<file path="config.mk">
export PLATFORM = sky130hd
export DESIGN_NAME = memaccess_ctrl
export DESIGN_NICKNAME = d
export VERILOG_FILES = /design/src/rtl/memaccess_ctrl.sv
export SDC_FILE = /design/constraint.sdc
export NUM_CORES = 1
export LEC_CHECK = 0
export BUFFER_PORTS_ARGS = -buffer_cell sky130_fd_sc_hd__buf_2
export CAP_MARGIN = 25
export CORE_ASPECT_RATIO = 0.8
export CORE_MARGIN = 10
export CORE_UTILIZATION = 47
export DETAILED_ROUTE_END_ITERATION = 12
export HOLD_SLACK_MARGIN = 0.08
export PLACE_DENSITY = 0.75
export SYNTH_ARGS = -nofsm -noshare
export SYNTH_HDL_FRONTEND = slang
export SYNTH_SLANG_ARGS = --single-unit
</file>
<file path="constraint.sdc">
create_clock -name clock -period 3.5 [get_ports clock]
set_clock_uncertainty 0.2 [all_clocks]
set_input_delay 0.35 -clock clock [delete_from_list [all_inputs] [get_ports clock]]
set_output_delay 0.35 -clock clock [all_outputs]
set_load 0.02 [all_outputs]
</file>
<file path="src/rtl/memaccess_ctrl.sv">
// MemAccess stage sequencer: steps one memory-class instruction through the
// indirect, read and write phases and drives the data memory port.
module memaccess_ctrl #(
  parameter int unsigned ADDR_W  = 16,
  parameter int unsigned DATA_W  = 16,
  parameter int unsigned TIMEOUT = 0
) (
  input  logic              clock,
  input  logic              reset,
  input  logic              instr_valid,
  output logic              instr_ready,
  input  logic [3:0]        opcode,
  input  logic [ADDR_W-1:0] M_addr,
  input  logic [DATA_W-1:0] M_Data,
  input  logic [DATA_W-1:0] DMem_dout,
  input  logic              dmem_ready,
  output logic [1:0]        mem_state,
  output logic              M_Control,
  output logic [ADDR_W-1:0] DMem_addr,
  output logic [DATA_W-1:0] DMem_din,
  output logic              DMem_rd,
  output logic              DMem_we,
  output logic              done,
  output logic [DATA_W-1:0] load_data,
  output logic              err
);

  localparam int unsigned OP_W  = 4;
  localparam int unsigned CNT_W = (TIMEOUT > 1) ? $clog2(TIMEOUT) : 1;

  localparam logic [OP_W-1:0] OP_LD  = 4'b0010;
  localparam logic [OP_W-1:0] OP_LDR = 4'b0110;
  localparam logic [OP_W-1:0] OP_ST  = 4'b0011;
  localparam logic [OP_W-1:0] OP_STR = 4'b0111;
  localparam logic [OP_W-1:0] OP_LDI = 4'b1010;
  localparam logic [OP_W-1:0] OP_STI = 4'b1011;

  // Encoding matches what the MemAccess agent monitors on mem_state.
  typedef enum logic [1:0] {
    S_READ  = 2'd0,
    S_WRITE = 2'd1,
    S_IND   = 2'd2,
    S_IDLE  = 2'd3
  } state_t;

  state_t            state_q, state_n;
  logic [OP_W-1:0]   op_q, op_n;
  logic [ADDR_W-1:0] addr_q, addr_n;
  logic [DATA_W-1:0] data_q, data_n;
  logic [ADDR_W-1:0] ptr_q, ptr_n;
  logic              ind_q, ind_n;
  logic [CNT_W-1:0]  cnt_q, cnt_n;
  logic [DATA_W-1:0] load_n;
  logic              done_n, err_n;
  logic              rd_n, we_n, ready_n;
  logic [ADDR_W-1:0] daddr_n;
  logic [DATA_W-1:0] din_n;

  // State and all outputs are flops; outputs are the decode of the next state.
  always_ff @(posedge clock or posedge reset) begin
    if (reset) begin
      state_q     <= S_IDLE;
      op_q        <= '0;
      addr_q      <= '0;
      data_q      <= '0;
      ptr_q       <= '0;
      ind_q       <= 1'b0;
      cnt_q       <= '0;
      load_data   <= '0;
      done        <= 1'b0;
      err         <= 1'b0;
      mem_state   <= 2'd3;
      M_Control   <= 1'b0;
      DMem_rd     <= 1'b0;
      DMem_we     <= 1'b0;
      DMem_addr   <= '0;
      DMem_din    <= '0;
      instr_ready <= 1'b1;
    end else begin
      state_q     <= state_n;
      op_q        <= op_n;
      addr_q      <= addr_n;
      data_q      <= data_n;
      ptr_q       <= ptr_n;
      ind_q       <= ind_n;
      cnt_q       <= cnt_n;
      load_data   <= load_n;
      done        <= done_n;
      err         <= err_n;
      mem_state   <= state_n;
      M_Control   <= ind_n;
      DMem_rd     <= rd_n;
      DMem_we     <= we_n;
      DMem_addr   <= daddr_n;
      DMem_din    <= din_n;
      instr_ready <= ready_n;
    end
  end

  always_comb begin
    state_n = state_q;
    op_n    = op_q;
    addr_n  = addr_q;
    data_n  = data_q;
    ptr_n   = ptr_q;
    ind_n   = ind_q;
    cnt_n   = cnt_q;
    load_n  = load_data;
    done_n  = 1'b0;
    err_n   = 1'b0;

    if (state_q == S_IDLE) begin
      cnt_n = '0;
      if (instr_valid) begin
        op_n   = opcode;
        addr_n = M_addr;
        data_n = M_Data;
        case (opcode)
          OP_LD, OP_LDR:  state_n = S_READ;
          OP_ST, OP_STR:  state_n = S_WRITE;
          OP_LDI, OP_STI: state_n = S_IND;
          default:        done_n  = 1'b1;
        endcase
      end
    end else if (dmem_ready) begin
      cnt_n = '0;
      case (state_q)
        S_IND: begin
          ptr_n   = DMem_dout;
          ind_n   = 1'b1;
          state_n = (op_q == OP_STI) ? S_WRITE : S_READ;
        end
        S_READ: begin
          load_n  = DMem_dout;
          done_n  = 1'b1;
          ind_n   = 1'b0;
          state_n = S_IDLE;
        end
        default: begin
          done_n  = 1'b1;
          ind_n   = 1'b0;
          state_n = S_IDLE;
        end
      endcase
    end else if (TIMEOUT != 0) begin
      // Abort a stalled access; no done, load_data untouched.
      if (cnt_q == CNT_W'(TIMEOUT - 1)) begin
        cnt_n   = '0;
        err_n   = 1'b1;
        ind_n   = 1'b0;
        state_n = S_IDLE;
      end else begin
        cnt_n = cnt_q + CNT_W'(1);
      end
    end

    rd_n    = (state_n == S_READ) || (state_n == S_IND);
    we_n    = (state_n == S_WRITE);
    ready_n = (state_n == S_IDLE);
    daddr_n = ind_n ? ptr_n : addr_n;
    din_n   = (state_n == S_WRITE) ? data_n : '0;
  end

endmodule

</file>
==> results.md, run 1 <==
* Syn Inst Count at 243
* Die area at about 13,000 µm²
* Post_cts resized at 0
* Fmax at 0.4460 GHz
* # rows at 30
* Largest net degree at the start of global routing at 46
* CTS Buf Count at 9
* Maximum vdd drop at 0.3916 mV
* Flop2flop setup slack at 1.26 ns
* Syn. warnings at 0
* Worst Path Required at 3.55 ns
* Detailed Routing Iterations Pass 1 at 4
* #FFs+latches synth at 107
* Fin crit share at 64.06%
* Average size of a mapped cell at approximately 17 µm²
* IO Pins at 112
* PortBufs at 110
* WL final at 9379 µm
* Post-DRT Antenna Nets at 0
* Vias in the first global route at 2,962
* Final setup vio count at 0
* Antenna cells at 0
* Max-Slew Margin vs Limit at a little over a third
* GRT Overall Usage at 14.73%
* Run status: finished clean
* Filler cells at around 650
* Fin. Hold Viols at 0
* Synthesis-to-finish area growth at 32.88%
* Starting Density at 48.79%
* CTS tree: done
* H-tree levels at 3
* Core Box Area at 8596 µm²
* Fin. max-slew vios at 0
* Min Clock Period, post-route at 2.242 ns
* Worst-Margin Slew at 0.9644 ns
* Routed WL per cell at approximately 18 µm
* Die width at 125.6 µm
* Critical Path AT at 2.29 ns
* Hold Slack at 0.1163 ns
* First-pass GRT wire length at 15,680 µm
* Clk slew on worst S/H paths at 0.10 ns
* GRT Residual Overflow at 0
* DRC viols at 0
* Max clock buf depth at 2
* Final GP Congestion at 0.7418
* Setup TNS at 0 ns
* Initial antenna violation count at 0
* Initial DRC count at 92
* Crit path max fanout at 37
* Die height at 104.5 µm
* Cell Area, Synth at ~4200 µm²
* Hold Path Class: input port to flop
* Clk_lat worst skew at 0.37 ns
* Clk sinks at between 100 and 150
* Crit path launch type: flop
* Max_cap viols at 0
* Clk Tree Root Cell: clkbuf_8
* LEAKAGE at 2.730 nW
* RSZ-0062 raised after global routing: false
* Post-DP HPWL at 6297 µm
* Pwr Density at 870.9 nW/µm²
* Final net count at 464
* Register area share after synthesis at 63.93%
* Share of layout cells above drive strength 1 at 54.72%
* Via count at 2,542
* Library cells used by synthesis at 28
* Post-Syn Nets at 299
* Type of the worst setup path: flop to flop
* Avg Vias per Cell at 4.842
* CP Capture Type: flop
==> critical path, stage by stage, from the launching register on <==
cell and delay [ns]:
dfstp_2 0.64, nand3_4 0.52, mux2_4 0.50, mux2_4 0.26
==> cell usage after synthesis <==
library cell | n | area (µm²)
nor2b_4 | 1 | 13.76
nor3b_1 | 1 | 7.510
nor4b_1 | 16 | 140.1
dfrtp_1 | 104 | 2603
nand3b_4 | 1 | 20.02
clkbuf_1 | 3 | 11.26
or2_2 | 1 | 6.260
nor2_1 | 1 | 3.750
mux2_4 | 33 | 495.5
buf_6 | 5 | 56.30
o31ai_4 | 1 | 21.27
mux2_2 | 51 | 574.3
buf_4 | 2 | 15.01
nand3_4 | 1 | 17.52
dfstp_2 | 3 | 78.83
and4b_1 | 2 | 20.02
nor3_1 | 2 | 10.01
and2_1 | 1 | 6.260
buf_2 | 3 | 15.01
inv_1 | 3 | 11.26
a211oi_1 | 1 | 7.510
a21bo_2 | 1 | 10.01
and2b_1 | 1 | 7.510
conb_1 | 1 | 3.750
nor2b_1 | 1 | 6.260
nand2b_1 | 1 | 6.260
o21ai_4 | 1 | 16.27
a41o_1 | 1 | 10.01
==> routing by layer <==
layer	GRT usage [%]	vias up	wire length (µm)
met5	0	-	0
met4	3.777	0	85
met3	4.992	9	564
met2	25.33	66	4762
met1	17.10	1277	3967
li1	-	1190	-
==> final cells by class <==
| class | instances | area [µm²] | share of cell area, % |
|---|---|---|---|
| flip-flops and latches | 107 | 2681 | 48.11 |
| multi-input cells | 120 | 1414 | 25.37 |
| repair buffers | 167 | 1124 | 20.16 |
| well taps | 112 | 140.1 | 2.515 |
| clock buffers | 10 | 127.6 | 2.290 |
| clock inverters | 6 | 72.57 | 1.302 |
| inverters | 3 | 13.76 | 0.2470 |
==> cell families (layout without fill, tap and decap cells) <==
logic type | Yosys count | count (layout) | share of synthesized area [%]
AO/OA/AOI/OAI | 5 | 5 | 1.551
buffers and inverters | 16 | 186 | 2.595
flip-flops | 107 | 107 | 63.93
multiplexers | 84 | 84 | 25.51
other | 1 | 1 | 0.08941
AND/OR/NAND/NOR | 30 | 30 | 6.325
==> path summary, 6_finish.rpt <==
| check | cells after the start | start | end |
|---|---|---|---|
| setup reg to reg | 3 | state_q[0] | DMem_addr[7] |
| hold / removal | 2 | instr_valid | done |
| max in group asynchronous | 4 | reset | addr_q[14] |
| min in group asynchronous | 3 | reset | DMem_din[2] |
| hold reg to reg | 1 | data_q[5] | data_q[5] |
| setup / recovery | 3 | state_q[0] | DMem_addr[7] |
==> per-stage QoR <==
step	power (W)	area [µm²]	setup slack, ns	util [%]	std cells
after global placement	0.004010	4822	1.268	56.10	455
after global routing	0.005159	5573	1.089	64.83	525
after detailed placement	0.004095	4842	1.191	56.33	456
after floorplan	0.003542	4194	0.1377	-	243
final	0.004853	5573	1.258	64.83	525
after CTS	0.004913	5573	1.219	64.83	525
==> registers in the layout, indices dropped and copies added (netlist names) <==
name         cells
DMem_we          1
DMem_addr       16
ptr_q           16
addr_q          16
state_q          2
load_data       16
data_q          16
DMem_din        16
ind_q            1
op_q             4
done             1
DMem_rd          1
instr_ready      1
==> layout by cell type, fill, tap and decap left out, types with 2 or more instances in the layout <==
master,count
buf_4,3
mux2_4,33
dfrtp_1,104
inv_6,2
mux2_2,51
dfstp_2,3
dlygate4sd3_1,53
buf_2,110
nor4b_1,16
inv_1,2
clkbuf_8,9
and4b_1,2
clkinv_4,2
==> where the power goes <==
| group | switching (W) | internal [W] |
|---|---|---|
| logic | 0.00101 | 0.00104 |
| clock network | 0.000422 | 0.000339 |
| registers | 0.000211 | 0.00183 |
==> repair_timing <==
action,CTS,global route
endpoints found under the setup margin,0,0
buffers inserted,0,0
hold buffers,53,0
endpoints found under the hold margin,108,0
(Power assumes the default switching activity.)
==> run 2: changes to the inputs <==
Settings changed: CORE_UTILIZATION 47 to 52, PLACE_DENSITY 0.75 to 0.79.
Clock period 3.5 ns to 2.3 ns, I/O delays scaled along.
==> results.md, run 2 (same netlist as run 1, synthesis figures left out) <==
* Share of layout cells above drive strength 1 at 54.92%
* Fin. Hold Viols at 0
* Die area at 12,080 µm²
* Initial antenna violation count at 0
* Setup WS pre-CTS at 0.2390 ns
* Post_cts resized at 0
* Routed WL per cell at 17.56 µm
* Final net count at 468
* Crit path launch type: flop
* LEAKAGE at 2.743 nW
* Die width at roughly 120 µm
* CP Capture Type: flop
* Clk slew on worst S/H paths at 0.10 ns
* PortBufs at 110
* Largest net degree at the start of global routing at 108
* Min Clock Period, post-route at 2.063 ns
* Avg Vias per Cell at between 4 and 5
* Critical Path AT at 2.10 ns
* Core Box Area at 7910 µm²
* Post-DRT Antenna Nets at 0
* GRT Overall Usage at 15.62%
* First-pass GRT wire length at between 15,000 and 20,000 µm
* Post-DP HPWL at 6241 µm
* Max-Slew Margin vs Limit at a little over two fifths
* Fmax at 0.4847 GHz
* Final setup vio count at 0
* Die height at 100.3 µm
* CTS tree: done
* CTS Buf Count at 9
* Maximum vdd drop at 0.7166 mV
* IO Pins at 112
* Placed cell count at 455
* Synthesis-to-finish area growth at 33.17%
* Worst Path Required at 2.34 ns
* DRC viols at 0
* Clk_lat worst skew at 0.35 ns
* Initial DRC count at 110
* Run status: finished clean
* Commonest non-fill, non-tap cell in the layout: buf_2
* Max clock buf depth at 2
* Final GP Congestion at about 0.75
* Clk Tree Root Cell: clkbuf_8
* Fin. max-slew vios at 0
* Max_cap viols at 0
* Antenna cells at 0
* Post-route non-filler standard cell count at 525
* Crit path max fanout at 17
* Hold Path Class: input port to flop
* Worst setup margin at 0.2367 ns
* # rows at 29
* WL final at around 9000 µm
* Fin crit share at 89.71%
* Type of the worst setup path: flop to flop
* Starting Density at 53.02%
* Via count at about 2,600
* RSZ-0062 raised after global routing: false
* Detailed Routing Iterations Pass 1 at 4
* Setup TNS at 0 ns
* H-tree levels at 3
* Vias in the first global route at 2,844
* GRT Residual Overflow at 0
* Clk sinks at 107
* Worst-Margin Slew at 0.8408 ns
* Most frequent cells in the layout: 110 x buf_2, 104 x dfrtp_1, 54 x dlygate4sd3_1, 51 x mux2_2, 33 x mux2_4
* Pwr Density at approximately 1300 nW/µm²
-- run 2: changes by cell type in the layout (fill, tap and decap cells not counted), sizes merged --
cell         before  now
buf             114  117
bufinv            1    0
clkbuf           10   11
dlygate4sd3      53   54
-- run 2: final cells by class --
| class | instances | area (µm²) |
|---|---|---|
| Multi-Input combinational cell | 120 | 1414 |
| Fill cell | 557 | 2325 |
| Timing Repair Buffer | 171 | 1156 |
| Inverter | 3 | 15.01 |
| Sequential cell | 107 | 2681 |
| Clock inverter | 5 | 42.54 |
| Clock buffer | 11 | 141.4 |
| Tap cell | 108 | 135.1 |
-- run 2: where the power goes --
part	internal, W	leakage (nW)	switching, W
logic	0.00160	1.36	0.00156
clock network	0.000440	0.0962	0.000618
registers	0.00279	1.29	0.000320
-- run 2: final timing paths --
path | startpoint | to | slack, ns | cells past startpoint
worst max-delay path | state_q[0] | DMem_addr[7] | 0.24 | 3
worst min-delay path | dmem_ready | done | 0.17 | 3
worst max register to register | state_q[0] | DMem_addr[7] | 0.24 | 3
worst min register to register | data_q[12] | data_q[12] | 0.30 | 1
max in group asynchronous | reset | DMem_addr[6] | 1.11 | 4
min in group asynchronous | reset | data_q[0] | 0.36 | 4
-- run 2: timing repair --
item                                   in CTS  in global routing
endpoints found under the hold margin     189                  0
setup buffers                               0                  0
hold buffers                               54                  0
-- run 2: critical path, stage by stage, from the launching register on --
cell     delay (ns)
dfstp_2        0.65
nor2b_4        0.08
o21ai_4        0.66
mux2_4         0.35
-- run 2: per-layer routing --
metal,global-route usage (%),part of all wire (%),up-vias
met2,26.33,52,64
met3,5.104,5.4,8
met5,0,0,-
li1,-,-,1199
met1,18.73,41,1317
met4,4.630,1.2,0
-- run 2: stage by stage --
step	hold WS, ns	cell area [µm²]	power [W]	util [%]
floorplan	0.1804	4198	0.005391	-
global placement	0.2324	4861	0.006121	61.45
detailed placement	0.2385	4861	0.006274	61.45
CTS	0.1510	5585	0.007416	70.61
global route	0.1674	5585	0.007781	70.61
finish	0.1693	5585	0.007326	70.61
